<file path="src/rtl/l1_wb_arbiter.sv">
// Two-master round-robin Wishbone arbiter (m0 = I-cache refill, m1 = D-cache refill/writeback).
// The ack watchdog and ABORT handling exist only when WB_ARB_TIMEOUT_EN is defined.
module l1_wb_arbiter #(
    parameter int ADDR_LEN       = 32,
    parameter int DATA_LEN       = 32,
    parameter int TIMEOUT_CYCLES = 256
) (
    input  logic                clk,
    input  logic                rstn,
    input  logic                m0_cyc_i,
    input  logic                m0_stb_i,
    input  logic                m0_we_i,
    input  logic [ADDR_LEN-1:0] m0_adr_i,
    input  logic [DATA_LEN-1:0] m0_dat_i,
    input  logic [9:0]          m0_bl_i,
    output logic                m0_ack_o,
    output logic [DATA_LEN-1:0] m0_dat_o,
    output logic                m0_err_o,
    input  logic                m1_cyc_i,
    input  logic                m1_stb_i,
    input  logic                m1_we_i,
    input  logic [ADDR_LEN-1:0] m1_adr_i,
    input  logic [DATA_LEN-1:0] m1_dat_i,
    input  logic [9:0]          m1_bl_i,
    output logic                m1_ack_o,
    output logic [DATA_LEN-1:0] m1_dat_o,
    output logic                m1_err_o,
    output logic                s_cyc_o,
    output logic                s_stb_o,
    output logic                s_we_o,
    output logic [ADDR_LEN-1:0] s_adr_o,
    output logic [DATA_LEN-1:0] s_dat_o,
    output logic [9:0]          s_bl_o,
    input  logic                s_ack_i,
    input  logic [DATA_LEN-1:0] s_dat_i
);

    typedef enum logic [1:0] {IDLE, GNT0, GNT1, ABORT} state_t;

    state_t state_q, state_d;
    logic   last_grant_q, last_grant_d;
    logic   cur_cyc;
    logic   timeout;

    // last_grant always names the owner while in GNTx or ABORT.
    assign cur_cyc = last_grant_q ? m1_cyc_i : m0_cyc_i;

`ifdef WB_ARB_TIMEOUT_EN
    localparam int CNT_W = $clog2(TIMEOUT_CYCLES + 1);

    logic [CNT_W-1:0] tmo_cnt_q, tmo_cnt_d;

    // Cleared by ack and by every non-granted cycle, so a new grant starts from zero.
    always_comb begin
        tmo_cnt_d = '0;
        timeout   = 1'b0;
        if ((state_q == GNT0 || state_q == GNT1) && cur_cyc && !s_ack_i) begin
            if (tmo_cnt_q == CNT_W'(TIMEOUT_CYCLES - 1))
                timeout = 1'b1;
            else
                tmo_cnt_d = tmo_cnt_q + CNT_W'(1);
        end
    end

    always_ff @(posedge clk) begin
        if (!rstn) tmo_cnt_q <= '0;
        else       tmo_cnt_q <= tmo_cnt_d;
    end
`else
    logic unused_timeout_cfg;
    assign unused_timeout_cfg = (TIMEOUT_CYCLES > 0);
    assign timeout            = 1'b0;
`endif

    always_ff @(posedge clk) begin
        if (!rstn) begin
            state_q      <= IDLE;
            last_grant_q <= 1'b1;
        end else begin
            state_q      <= state_d;
            last_grant_q <= last_grant_d;
        end
    end

    always_comb begin
        state_d      = state_q;
        last_grant_d = last_grant_q;
        case (state_q)
            IDLE: begin
                if (m0_cyc_i && (!m1_cyc_i || last_grant_q)) begin
                    state_d      = GNT0;
                    last_grant_d = 1'b0;
                end else if (m1_cyc_i) begin
                    state_d      = GNT1;
                    last_grant_d = 1'b1;
                end
            end
            GNT0, GNT1: begin
                if (!cur_cyc)     state_d = IDLE;
                else if (timeout) state_d = ABORT;
            end
            ABORT: begin
                if (!cur_cyc) state_d = IDLE;
            end
            default: state_d = IDLE;
        endcase
    end

    // Slave side follows the owner combinationally, so it drops in the same cycle as cyc.
    always_comb begin
        s_cyc_o  = 1'b0;
        s_stb_o  = 1'b0;
        s_we_o   = 1'b0;
        s_adr_o  = '0;
        s_dat_o  = '0;
        s_bl_o   = '0;
        m0_ack_o = 1'b0;
        m0_dat_o = '0;
        m0_err_o = 1'b0;
        m1_ack_o = 1'b0;
        m1_dat_o = '0;
        m1_err_o = 1'b0;
        case (state_q)
            GNT0: begin
                s_cyc_o  = m0_cyc_i & ~timeout;
                s_stb_o  = m0_stb_i & ~timeout;
                s_we_o   = m0_we_i;
                s_adr_o  = m0_adr_i;
                s_dat_o  = m0_dat_i;
                s_bl_o   = m0_bl_i;
                m0_ack_o = s_ack_i;
                m0_dat_o = s_dat_i;
                m0_err_o = timeout;
            end
            GNT1: begin
                s_cyc_o  = m1_cyc_i & ~timeout;
                s_stb_o  = m1_stb_i & ~timeout;
                s_we_o   = m1_we_i;
                s_adr_o  = m1_adr_i;
                s_dat_o  = m1_dat_i;
                s_bl_o   = m1_bl_i;
                m1_ack_o = s_ack_i;
                m1_dat_o = s_dat_i;
                m1_err_o = timeout;
            end
            default: ;
        endcase
    end

endmodule
</file>
<file path="config.mk">
export PLATFORM = sky130hd
export DESIGN_NAME = l1_wb_arbiter
export DESIGN_NICKNAME = d
export VERILOG_FILES = /design/src/rtl/l1_wb_arbiter.sv
export SDC_FILE = /design/constraint.sdc
export NUM_CORES = 1
export LEC_CHECK = 0
export ABC_CLOCK_PERIOD_IN_PS = 4400
export CAP_MARGIN = 10
export CELL_PAD_IN_SITES_DETAIL_PLACEMENT = 2
export CELL_PAD_IN_SITES_GLOBAL_PLACEMENT = 2
export CORE_MARGIN = 2
export CORE_UTILIZATION = 10
export DETAILED_ROUTE_END_ITERATION = 6
export GPL_TIMING_DRIVEN = 0
export PLACE_DENSITY_LB_ADDON = 0.1
export SYNTH_ARGS = -nofsm -noshare
export SYNTH_HDL_FRONTEND = slang
export SYNTH_SLANG_ARGS = --single-unit
</file>
<file path="constraint.sdc">
create_clock -name clk -period 4.4 [get_ports clk]
set_input_delay 0.66 -clock clk [delete_from_list [all_inputs] [get_ports clk]]
set_output_delay 0.66 -clock clk [all_outputs]
set_load 0.005 [all_outputs]
</file>
* Word-level counts from Yosys, hierarchy flattened *
Cells that the tools add are included.

word-level totals
  bits in latches = 0
  bits in writable memories = 0
  word-level logic and storage cells = 32
  input bits = 189
  memories = 0
  bits in registers = 3
  output and inout bits = 145
  ROM bits = 0

operators by class
  bitwise gates (word level) = 0
  multipliers = 0
  div/mod/pow operators = 0
  magnitude comparators = 0
  add/sub/neg operators = 0
  reductions and logical operators = 8
  muxes and demuxes = 17
  shift-type cells = 0
  equal/unequal tests = 5

operator list
  cell                                                 number
  case mux 32 bit (2 select lines)                     2
  two-way mux 32 bit                                   2
  case mux 10 bit (2 select lines)                     1
  two-way mux 2 bit                                    3
  case mux 1 bit (2 select lines)                      3
  two-way mux 1 bit                                    5
  equality test 2 bit, second input constant           2
  case mux 2 bit (2 select lines)                      1
  AND reduction 2 bit                                  2
  inequality test 3 bit, second input constant         1
  OR reduction 3 bit                                   1
  equality test 2 x 1 -> 1 bit, second input constant  1
  zero test 2 bit                                      1
  inequality test 2 bit, second input constant         1
  nonzero test 2 bit                                   1
  logical AND 1 bit                                    1
  zero test 1 bit                                      1
  logical OR 1 bit                                     1

* Logic depth before layout (Yosys ltp) *
  depth in word-level cells = 5
  gate-level depth with buffers = 6
  depth with buffers taken out = 5

* Worst setup path before layout *
Ideal clock, no wire load.

  path kind = register to output
  start point = reg state_q[1]
  end point = out s_adr_o[0]
  arrival = 1,271 ps
  path slack = 2,469 ps
  data required time = 3,740 ps
  buffers on the path = 2
  cell stages (with the launch flop) = 6
  cell sequence = dfxtp_1 -> inv_1 -> ha_1 -> buf_2 -> clkbuf_1 -> nor2b_1

between the ends
  longest elaborated chain between the ends = 2
  elaborated cells on any way between the ends = 3
  classes of those cells = eq/ne (2); mux (1)

RTL lines
  what                                                                 line  text
  from (decl)                                                          40    state_t state_q, state_d;
  from (signal assigned)                                               80    state_q <= state_d;
  equality test 2 bit or equality test 2 x 1 -> 1 bit (tied branches)  123   case (state_q)
  case mux 32 bit (2 select lines) (*)                                 123
  to (decl)                                                            31    output logic [ADDR_LEN-1:0] s_adr_o,

Mark *: on every way between the ends. The rest lies on a longest branch, timed or not.

* Worst setup path in the final report *
  start point = reg state_q[0]
  end point = out s_dat_o[25]

between the ends
  longest elaborated chain between the ends = 2
  elaborated cells on any way between the ends = 3
  classes of those cells = eq/ne (2); mux (1)

RTL lines
  what                                                                 line  text
  equality test 2 bit or equality test 2 x 1 -> 1 bit (tied branches)  123
  case mux 32 bit (2 select lines) (*)                                 123
  to (decl)                                                            32    output logic [DATA_LEN-1:0] s_dat_o,

Marked as above.

==> flow_metrics.env <==
export IMPL_outcome="completed"
export IMPL_via_count=3521
export IMPL_wl_met2_um=8490
export IMPL_hpwl_um=13700
export IMPL_grt_max_degree=11
export IMPL_drv_cap=0
export IMPL_startpoint="state_q[0]$_SDFFE_PN0P_"
export IMPL_rows=49
export IMPL_hold_buffers=0
export IMPL_yosysTopAreaCell="a22oi_1"
export IMPL_h_tree_depth=1
export IMPL_die_area_um2=19800
export IMPL_finClkSkew_ns=0.000185
export IMPL_firstDrtPassIters=4
export IMPL_coreArea_um2=18100
export IMPL_ys_seq_area_share_pct=3.22
export IMPL_drc_errors=0
export IMPL_clk_pin_slew_ns=0.03
export IMPL_root_buffer="clkbuf_16"
export IMPL_ioPinCount=334
export IMPL_cts_resized=0
export IMPL_cp_required_ns=3.74
export IMPL_vdd_drop_max_v=0.0000863
export IMPL_post_cts_buffers=0
export IMPL_fin_total_pwr_mw=0.882
export IMPL_nets=813
export IMPL_top_layer_used="met4"
export IMPL_syn_avg_cell_area_um2=6.60
export IMPL_die_w_um=141
export IMPL_port_buffers=331
export IMPL_wl_met3_um=1840
export IMPL_synth_common_cells="a22oi_1 (77), nor2b_1 (77), and2_1 (66), buf_2 (17), clkbuf_1 (15)"
export IMPL_synthTopCellsByArea="a22oi_1 (31%), nor2b_1 (26%), and2_1 (22%), buf_2 (4.6%), dfxtp_1 (3.2%)"
export IMPL_synthDistinctLibCells=23
export IMPL_hp_start="state_q[0]$_SDFFE_PN0P_"
export IMPL_finalCriticalPeriod_ns=3.06
export IMPL_clock_latency_ns=0.23
export IMPL_diodes=0
export IMPL_arrival_ns=2.40
export IMPL_hold_viol=0
export IMPL_tightest_slew_ns=0.556
export IMPL_cp_start_kind="flip-flop"
export IMPL_place_gp_congestion=0.746
export IMPL_fmax_mhz=327
export IMPL_power_density_nw_per_um2=159
export IMPL_async_flop_share_pct=0
export IMPL_synth_ff_type="dfxtp_1"
export IMPL_globalRouteOverflowTotal=0
export IMPL_cp_max_fo=10
export IMPL_cts_tree="done"
export IMPL_slew_violations=0
export IMPL_synth_edf_count=0
export IMPL_start_util_pct=10.3
export IMPL_grtUsageTotal_pct=15.1
export IMPL_post_route_cells_drive_above_1_share_pct=3.55
export IMPL_numCtsBuffers=3
export IMPL_end_kind="output port"
export IMPL_min_period_over_period_pct=69.6
export IMPL_synthDominantCellAreaShare_pct=31.0
export IMPL_regArea_um2=60.1
export IMPL_fillers=2071
export IMPL_rr_startpoint="state_q[0]$_SDFFE_PN0P_"
export IMPL_rsz0062_at_grt="false"
export IMPL_yosys_warnings=0
export IMPL_clock_path_buffers=2
export IMPL_multiInputGateArea_um2=1640
export IMPL_antenna_found_initial=0
export IMPL_syn_inst=283
export IMPL_grt_first_pass_wirelength_um=23500
export IMPL_grt_pass1_vias=4051
export IMPL_avgViaCountPerCell=4.15
export IMPL_wl_met1_um=5130
export IMPL_routed_wl_um=15800
export IMPL_fin_tns_setup_ns=0
export IMPL_syn_area_um2=1870
export IMPL_area_delta_synth_final_pct=197
export IMPL_min_path_type="reg2reg"
export IMPL_post_drt_wl_per_cell_um=18.6
export IMPL_dieHeight_um=141
export IMPL_criticalPathCategory="reg2out"
export IMPL_drtIter0Drc=83
export IMPL_ant_nets=0
export IMPL_clock_sinks=3
export IMPL_ys_seq_elements=3
export IMPL_setup_violations=0
export IMPL_slew_headroom_pct=62.9
export IMPL_p_leak_nw=1.88
[placed cells by master, fill, tap and decap left out, types with 2 or more instances in the layout]
cell type	n
clkbuf_1	16
clkbuf_16	3
clkdlybuf4s50_1	331
a21oi_1	2
and2_1	66
buf_2	17
dfxtp_1	3
nor2b_1	77
inv_1	5
ha_1	4
nor3b_1	2
conb_1	2
o21ai_0	2
a22oi_1	77
buf_4	2
[flip-flops by register name (all words and copies together), names as in the netlist]
signal,cells
state_q,2
last_grant_q,1
[cell families (layout without fill, tap and decap cells)]
group                    count (synthesis)  in the layout  synth area share (%)
other                                    1              2                 0.201
AO/OA/AOI/OAI                           86             86                  34.0
adder cells (fa/ha/maj)                  4              4                  2.68
flip-flops                               3              3                  3.22
buffers and inverters                   39            374                  9.38
AND/OR/NAND/NOR                        150            150                  50.5
[per-stage QoR]
stage | utilization (%) | setup WS, ns | hold WS, ns | cells | cell area (um^2)
finish | 30.6 | 1.34 | 0.528 | 848 | 5550
CTS | 30.6 | 1.24 | 0.536 | 848 | 5550
global placement | 30.1 | 1.58 | 0.527 | 844 | 5470
floorplan | - | 2.47 | 0.483 | 284 | 1870
detailed placement | 30.1 | 1.48 | 0.532 | 844 | 5470
global route | 30.6 | 1.10 | 0.569 | 848 | 5550
[power by group]
group | switching [mW] | leakage (nW) | internal [mW]
clock network | 0.0290 | 0.0382 | 0.120
logic | 0.269 | 1.82 | 0.429
registers | 0.00459 | 0.0248 | 0.0308
total | 0.302 | 1.88 | 0.580
[routing by layer]
metal | vias to the layer above | track usage, %
met5 | - | 0
met1 | 1646 | 14.4
met3 | 19 | 6.28
met4 | 0 | 3.58
li1 | 1656 | -
met2 | 200 | 29.7
[critical path: stages, from the launching register on]
cell and delay [ns]:
dfxtp_1 0.37, inv_1 0.10, ha_1 0.39, buf_2 0.23
clkbuf_1 0.32, nor2b_1 0.20, clkdlybuf4s50_1 0.56
[path summary, 6_finish.rpt]
| check | endpoint | slack [ns] | cells after the start |
|---|---|---|---|
| worst max register to register | state_q[1]$_SDFFE_PN0P_ | 2.94 | 5 |
| worst min register to register | state_q[0]$_SDFFE_PN0P_ | 0.53 | 2 |
| worst min-delay path | state_q[0]$_SDFFE_PN0P_ | 0.53 | 2 |
| worst max-delay path | s_dat_o[25] | 1.34 | 6 |
[area by class of cell]
| cell class | instances | share of cell area (%) |
|---|---|---|
| buffer | 34 | 2.82 |
| inverter | 5 | 0.338 |
| timing repair buffer | 331 | 59.7 |
| multi-input combinational | 242 | 29.5 |
| clock buffer | 4 | 1.42 |
| sequential | 3 | 1.08 |
| tap | 229 | 5.16 |
No activity file was read; power rests on OpenSTA's default activity.
